--- config.mk ---
export PLATFORM = sky130hd
export DESIGN_NAME = lcd_driver
export DESIGN_NICKNAME = d
export VERILOG_FILES = /design/src/rtl/lcd_driver.sv
export SDC_FILE = /design/constraint.sdc
export NUM_CORES = 1
export LEC_CHECK = 0
export ABC_AREA = 0
export CORE_UTILIZATION = 48
export DETAILED_ROUTE_END_ITERATION = 6
export DONT_BUFFER_PORTS = 1
export GPL_TIMING_DRIVEN = 0
export PLACE_DENSITY = 0.67
export REMOVE_ABC_BUFFERS = 1
export SETUP_SLACK_MARGIN = 0.5
export SLEW_MARGIN = 10
export SYNTH_ARGS = -nofsm -noshare
export SYNTH_HDL_FRONTEND = slang
export SYNTH_SLANG_ARGS = --single-unit
--- constraint.sdc ---
create_clock -name clk -period 4.09 [get_ports clk]
set_clock_uncertainty 0.1 [all_clocks]
set_input_delay 0.6135 -clock clk [delete_from_list [all_inputs] [get_ports clk]]
set_output_delay 0.6135 -clock clk [all_outputs]
set_load 0.01 [all_outputs]
--- src/rtl/lcd_driver.sv ---
// lcd_driver: HD44780 8-bit write-only driver with autonomous power-on init and timed user writes
// Ports:
//    clk          system clock, rising edge
//    rst          synchronous active-high reset
//    go           level, starts initialisation while idle after reset
//    rs_in        register select of a user write (0 = command, 1 = data)
//    writeW       single-cycle user write request
//    db_in        byte of a user write
//    rs, en       LCD register select and enable strobe
//    db_out       LCD data bus
module lcd_driver #(
   parameter int unsigned T_POWERON = 416667,
   parameter int unsigned T_FS1     = 113889,
   parameter int unsigned T_FS2     = 2778,
   parameter int unsigned T_CMD     = 1112,
   parameter int unsigned T_CLEAR   = 45556,
   parameter int unsigned T_SETUP   = 2,
   parameter int unsigned T_EN      = 14,
   parameter int unsigned T_HOLD    = 2
) (
   input  logic       clk,
   input  logic       rst,
   input  logic       go,
   input  logic       rs_in,
   input  logic       writeW,
   input  logic [7:0] db_in,
   output logic       rs,
   output logic       en,
   output logic [7:0] db_out
);
   typedef enum logic [2:0] {
      S_WAIT_GO, S_POWERON, S_SETUP, S_STROBE, S_HOLD, S_EXEC, S_READY
   } state_e;
   state_e      state_q, state_d;
   logic [31:0] cnt_q, cnt_d, wait_q, wait_d;
   logic [2:0]  idx_q, idx_d;
   logic        init_q, init_d, rs_q, rs_d;
   logic        pend_q, pend_d, pend_rs_q, pend_rs_d;
   logic [7:0]  db_q, db_d, pend_db_q, pend_db_d;
   logic        done, take;

   function automatic logic [7:0] init_byte(input logic [2:0] i);
      return (i == 3'd4) ? 8'h08 : (i == 3'd5) ? 8'h01 : (i == 3'd6) ? 8'h06 :
             (i == 3'd7) ? 8'h0C : 8'h38;
   endfunction

   function automatic logic [31:0] init_wait(input logic [2:0] i);
      return (i == 3'd0) ? T_FS1 : (i == 3'd1) ? T_FS2 : (i == 3'd5) ? T_CLEAR : T_CMD;
   endfunction

   // every timed state is loaded with its length minus one and left when the count hits zero
   assign done = (cnt_q == 32'd0);
   assign take = (state_q == S_READY) && (writeW || pend_q);

   always_ff @(posedge clk) begin
      if (rst) begin
         state_q   <= S_WAIT_GO;
         cnt_q     <= '0;
         wait_q    <= '0;
         idx_q     <= '0;
         init_q    <= 1'b0;
         rs_q      <= 1'b0;
         db_q      <= '0;
         pend_q    <= 1'b0;
         pend_rs_q <= 1'b0;
         pend_db_q <= '0;
      end else begin
         state_q   <= state_d;
         cnt_q     <= cnt_d;
         wait_q    <= wait_d;
         idx_q     <= idx_d;
         init_q    <= init_d;
         rs_q      <= rs_d;
         db_q      <= db_d;
         pend_q    <= pend_d;
         pend_rs_q <= pend_rs_d;
         pend_db_q <= pend_db_d;
      end
   end

   always_comb begin
      state_d = state_q;
      unique case (state_q)
         S_WAIT_GO: if (go) state_d = S_POWERON;
         S_POWERON: if (done) state_d = S_SETUP;
         S_SETUP:   if (done) state_d = S_STROBE;
         S_STROBE:  if (done) state_d = S_HOLD;
         S_HOLD:    if (done) state_d = S_EXEC;
         S_EXEC:    if (done) state_d = (init_q && idx_q != 3'd7) ? S_SETUP : S_READY;
         S_READY:   if (take) state_d = S_SETUP;
         default:   state_d = S_WAIT_GO;
      endcase
   end

   always_comb begin
      cnt_d     = done ? cnt_q : cnt_q - 32'd1;
      wait_d    = wait_q;
      idx_d     = idx_q;
      init_d    = init_q;
      rs_d      = rs_q;
      db_d      = db_q;
      pend_d    = pend_q;
      pend_rs_d = pend_rs_q;
      pend_db_d = pend_db_q;
      if (state_d != state_q)
         cnt_d = (state_d == S_POWERON) ? T_POWERON - 32'd1 :
                 (state_d == S_SETUP)   ? T_SETUP - 32'd1 :
                 (state_d == S_STROBE)  ? T_EN - 32'd1 :
                 (state_d == S_HOLD)    ? T_HOLD - 32'd1 :
                 (state_d == S_EXEC)    ? wait_q - 32'd1 : 32'd0;
      // requests while busy park in a single slot, newest wins; idle-before-go requests are dropped
      if (writeW && state_q != S_WAIT_GO && state_q != S_READY) begin
         pend_d    = 1'b1;
         pend_rs_d = rs_in;
         pend_db_d = db_in;
      end
      if (state_q == S_POWERON && done) begin
         init_d = 1'b1;
         idx_d  = 3'd0;
         rs_d   = 1'b0;
         db_d   = init_byte(3'd0);
         wait_d = init_wait(3'd0);
      end
      if (state_q == S_EXEC && done) begin
         if (init_q && idx_q != 3'd7) begin
            idx_d  = idx_q + 3'd1;
            db_d   = init_byte(idx_d);
            wait_d = init_wait(idx_d);
         end else begin
            init_d = 1'b0;
         end
      end
      // a fresh request in READY is newer than anything pending
      if (take) begin
         rs_d   = writeW ? rs_in : pend_rs_q;
         db_d   = writeW ? db_in : pend_db_q;
         pend_d = 1'b0;
         wait_d = (!rs_d && db_d inside {8'h01, 8'h02, 8'h03}) ? T_CLEAR : T_CMD;
      end
   end

   always_comb begin
      en     = (state_q == S_STROBE);
      rs     = rs_q;
      db_out = db_q;
   end
endmodule

======== After elaboration in Yosys (flattened, before gate mapping) ========
Cells that the tools add are included.
Widths: inputs -> output; s select.
cells by class
  equal/unequal tests ..................... 23
  multiplexer cells ....................... 42
  add/sub/neg operators ................... 3
  reduce and logical (&&, ||, !) cells .... 16
operator list
  operator               number
  $mux 32                11
  $sub 32x1->32 const B  2
  $mux 16                3
  $mux 8                 5
  $mux 3                 11
  $logic_not 32->1       1
  $eq 3x3->1 const B     9
  $mux 6                 4
  $pmux 3 s7             1
  $mux 17                1
  $eq 8x2->1 const B     2
  $eq 3x2->1 const B     4
  $eq 3x1->1 const B     3
  $eq 8x1->1 const B     1
  $logic_and 1x1->1      7
  $logic_not 3->1        2
  $mux 1                 6
  $ne 3x3->1 const B     2
  $reduce_bool 3->1      2
  $add 3x1->3 const B    1
  $ne 3x3->1             1
  $ne 2x1->1 const B     1
  $reduce_bool 2->1      1
  $reduce_or 2->1        1
  2 further kinds        2
word-level totals
  output and inout port bits .............. 10
  register bits ........................... 90
  input port bits ......................... 13
  logic and storage cells ................. 94

======== Logic depth before layout (Yosys ltp) ========
  word-level depth ........................ 12
  mapped depth ............................ 11
  gate-level depth less buffers ........... 8

======== Least setup slack after synthesis ========
No wires, ideal clock.
  kind .................................... input-to-reg
  start ................................... in writeW
  end ..................................... reg cnt_q[8]
  data arrival time ....................... 2.739 ns
  required time ........................... 3.871 ns
  path slack .............................. 1.132 ns
  cell stages on the path ................. 9
  library setup time ...................... 0.119 ns
  path buffers ............................ 2
  path through ............................ buf_2 or4b_2 nand4b_1 o41ai_1 a31oi_1 nand2_1 o21ai_2 clkbuf_8 nor2_1
between the ends
  word-level cells in the longest chain between the ends .. 11
  elaborated cells between the ends (all ways) .. 17
  those cells by class .................... 7 x eq/ne; 8 x mux; 2 x reduce/logical
RTL lines
  element               line  text
  start, declared       25    input logic writeW,
  $logic_or 1x1->1 *    53    assign take = (state_q == S_READY) && (writeW || pend_q);
  $logic_and 1x1->1 *   53
  $mux 3 *              90    S_READY: if (take) state_d = S_SETUP;
  $pmux 3 s7 *          83    unique case (state_q)
  $eq 3x3->1            110   (state_d == S_EXEC) ? wait_q - 32'd1 : 32'd0;
  $mux 32               110
  $mux 32               109   (state_d == S_HOLD) ? T_HOLD - 32'd1 :
  $mux 32               108   (state_d == S_STROBE) ? T_EN - 32'd1 :
  $mux 32               107   (state_d == S_SETUP) ? T_SETUP - 32'd1 :
  $mux 32               106   cnt_d = (state_d == S_POWERON) ? T_POWERON - 32'd1 :
  $mux 32               105   if (state_d != state_q)
  end signal, assigned  69    cnt_q <= cnt_d;
  end, declared         35    logic [31:0] cnt_q, cnt_d, wait_q, wait_d;
Mark *: on every way between the ends. The rest lies on a longest branch, timed or not.
A chain may end at the register's enable or synchronous reset.

======== Final worst setup path ========
  start ................................... reg cnt_q[9]
  end ..................................... reg cnt_q[3]
between the ends
  word-level cells in the longest chain between the ends .. 10
  elaborated cells between the ends (all ways) .. 20
  those cells by class .................... 7 x eq/ne; 12 x mux; 1 x reduce/logical
RTL lines
  element                    line  text
  $logic_not 32->1 *         52    assign done = (cnt_q == 32'd0);
  $mux 3 (on tied branches)  --
  $pmux 3 s7                 83
  $eq 3x3->1                 110
  $mux 32                    110
  $mux 32                    109
  $mux 32                    108
  $mux 32                    107
  $mux 32                    106
  $mux 32                    105
Marks and branches as above.

==> reports/metrics.yaml <==
reg2reg_to: "cnt_q[3]$_SDFFE_PP0P_"
grt_pass1_vias: 3937
cts.clk_slew.worst_paths_ps: 100
drtIter0Drc: 169
arrival_ps: 3490
drive_gt1_frac: 0.0826
final_nets: 598
start_kind: "register"
grt_max_degree: 32
cts.sinks: 90
dp_slack_ps: 162
netlist_area_mm2: 0.00491
path_max_fanout: 8
outcome: "completed"
die_h_um: 103
ctsRootBufferMaster: "clkbuf_8"
hpwl_mm: 8.44
slew_headroom: 0.454
yosysUniqueCellTypes: 64
syn_inst: 585
fin_ws_ps: 744
port-buffer-count: 0
cts_max_path_buffers: 2
start_util: 0.498
io_pins: 23
power_density_mw_per_mm2: 370
cts_hold_buf: 0
path_delay_family: "simple AND/OR/NAND/NOR gates"
grt_usage: 0.242
leakage_nw: 2.13
cts_buffers: 9
peakVddDrop_uv: 236
fmax_mhz: 299
vias_per_cell: 5.87
slew_violations: 0
antenna_left: 0
reg2reg_depth: 7
syn_to_final_growth_pct: 6.50
antenna_found_initial: 0
synth_top_area_share: 0.367
core_area_mm2: 0.00986
total_power_mw: 1.94
num_vias: 4193
hold_viol_final: 0
wl_per_cell_um: 16.7
die_area_mm2: 0.0106
synth-edff-count: 0
ys_ff_latch: 90
setup_viol: 0
worst_pin_slew_ps: 818
timing.hold.ws_ps: 187
dp.cells: 695
placement_rows: 36
dpl_cell_area_mm2: 0.00497
async_reset_ff_frac: 0
cts_tree: "yes"
r2r-start: "cnt_q[9]$_SDFFE_PP0P_"
min_from: "rst"
routed_wl_mm: 11.9
grt_pass1_wl_mm: 19.7
synthTopCellsByArea: "dfxtp_1 37%, xor2_1 6.6%, nor2_1 6.5%"
required_ps: 4240
cts_htree_levels: 3
cp_slowest_cell: "nor4_1"
chipWidth_um: 103
rsz0062_at_grt: "false"
cp-end-kind: "register"
synth_common_cells: "90 x dfxtp_1, 85 x nor2_1, 43 x nand2_1"
cap_violations: 0
stdcell_area_mm2: 0.00523
min_period_ps: 3350
num_antenna_cells: 0
cp_num_buf_inv: 0
route.detailed.drc: 0
reg2reg_slack_ps: 740
ys_seq_area_frac: 0.367
worstHoldPathCells: 1
stdcell_count: 714
yosysMostFrequentCell: "dfxtp_1"
worst_path_largest_cell_delay_ps: 560
post-route-util: 0.530
drt_pre_antenna_iters: 5
place.gp.congestion: 0.865
crit_type: "reg2reg"
path_cells: "nor4_1, and4_1, nand4_1, o21ai_0, a21oi_1, a221oi_1, a211oi_1"
period_share: 0.818
grt-ovfl-total: 0
yosys_warnings: 0
fin_setup_tns_ps: 0
hold_path_end: "init_q$_SDFF_PP0_"
syn_area_per_cell_um2: 8.39
clk_latency_ps: 380
synth_top_area_cell: "dfxtp_1"
hp-class: "in2reg"
synthFlopType: "dfxtp_1"
[timing repair]
item	in CTS	in global routing
setup buffers	0	2
pin swaps	1	1
gates cloned	1	0
gates resized for setup	4	3
setup endpoints to repair	29	43
[report_power, final]
group	total [mW]	internal [mW]	leakage (nW)	switching, mW
clock network	0.576	0.253	0.0924	0.323
logic	0.387	0.162	1.30	0.224
registers	0.973	0.918	0.730	0.0547
total	1.94	1.33	2.13	0.602
[cell type report]
class	instances	area, um2
Tap cell	133	166
Clock buffer	12	155
Fill cell	914	4640
Multi-Input combinational cell	459	2980
Inverter	10	37.5
Timing Repair Buffer	6	56.3
Clock inverter	4	26.3
Sequential cell	90	1800
[worst max-delay path by stage]
stage	from	to	depth (start not counted)
6_report	cnt_q[9]$_SDFFE_PP0P_	cnt_q[3]$_SDFFE_PP0P_	7
5_1_grt	cnt_q[9]$_SDFFE_PP0P_	cnt_q[3]$_SDFFE_PP0P_	7
4_1_cts	state_q[2]$_SDFF_PP0_	cnt_q[20]$_SDFFE_PP0P_	7
3_5_place_dp	state_q[2]$_SDFF_PP0_	cnt_q[7]$_SDFFE_PP0P_	7
3_3_place_gp	cnt_q[19]$_SDFFE_PP0P_	cnt_q[12]$_SDFFE_PP0P_	7
2_1_floorplan	cnt_q[19]$_SDFFE_PP0P_	cnt_q[10]$_SDFFE_PP0P_	7
[kinds of logic after synthesis]
| group | count (synthesis) | synth area share |
|---|---|---|
| AOI/OAI and AO/OA | 120 | 0.162 |
| xor gates and xnor gates | 54 | 0.0964 |
| adders and majority gates | 9 | 0.0229 |
| buffers and inverters | 37 | 0.0395 |
| DFF | 90 | 0.367 |
| muxes | 19 | 0.0390 |
| and+or+nand+nor | 256 | 0.273 |
[worst register-to-register path, cell delays in order, from the launching register on]
cell	delay, ps
dfxtp_1	360
nor4_1	560
and4_1	360
nand4_1	520
o21ai_0	560
a21oi_1	230
a221oi_1	440
a211oi_1	90
[routing by layer]
| metal | vias to the layer above | track usage | share of wire |
|---|---|---|---|
| met4 | 0 | 0.0748 | 0.012 |
| met3 | 13 | 0.0644 | 0.062 |
| met1 | 1992 | 0.316 | 0.45 |
| li1 | 2085 | - | - |
| met5 | - | 0 | 0 |
| met2 | 103 | 0.392 | 0.48 |
[sequential cells by signal (all words and copies together) (netlist names), 3 cells and up]
signal     flops
state_q        3
idx_q          3
pend_db_q      8
cnt_q         32
wait_q        32
db_out         8
[cells in the final DEF (no fill, tap or decap), drive strengths merged, types with 7 or more instances in the layout]
master	count
xnor2	17
mux2i	18
ha	9
and2	21
a22oi	17
dfxtp	90
nand3	7
a211oi	8
nand2	43
or3	7
inv	9
nor2	86
a21oi	34
clkbuf	12
nand4	7
nor4	19
xor2	37
nor3	28
or4	8
o21ai	20
Note: power is estimated with default switching activity, not from simulation.
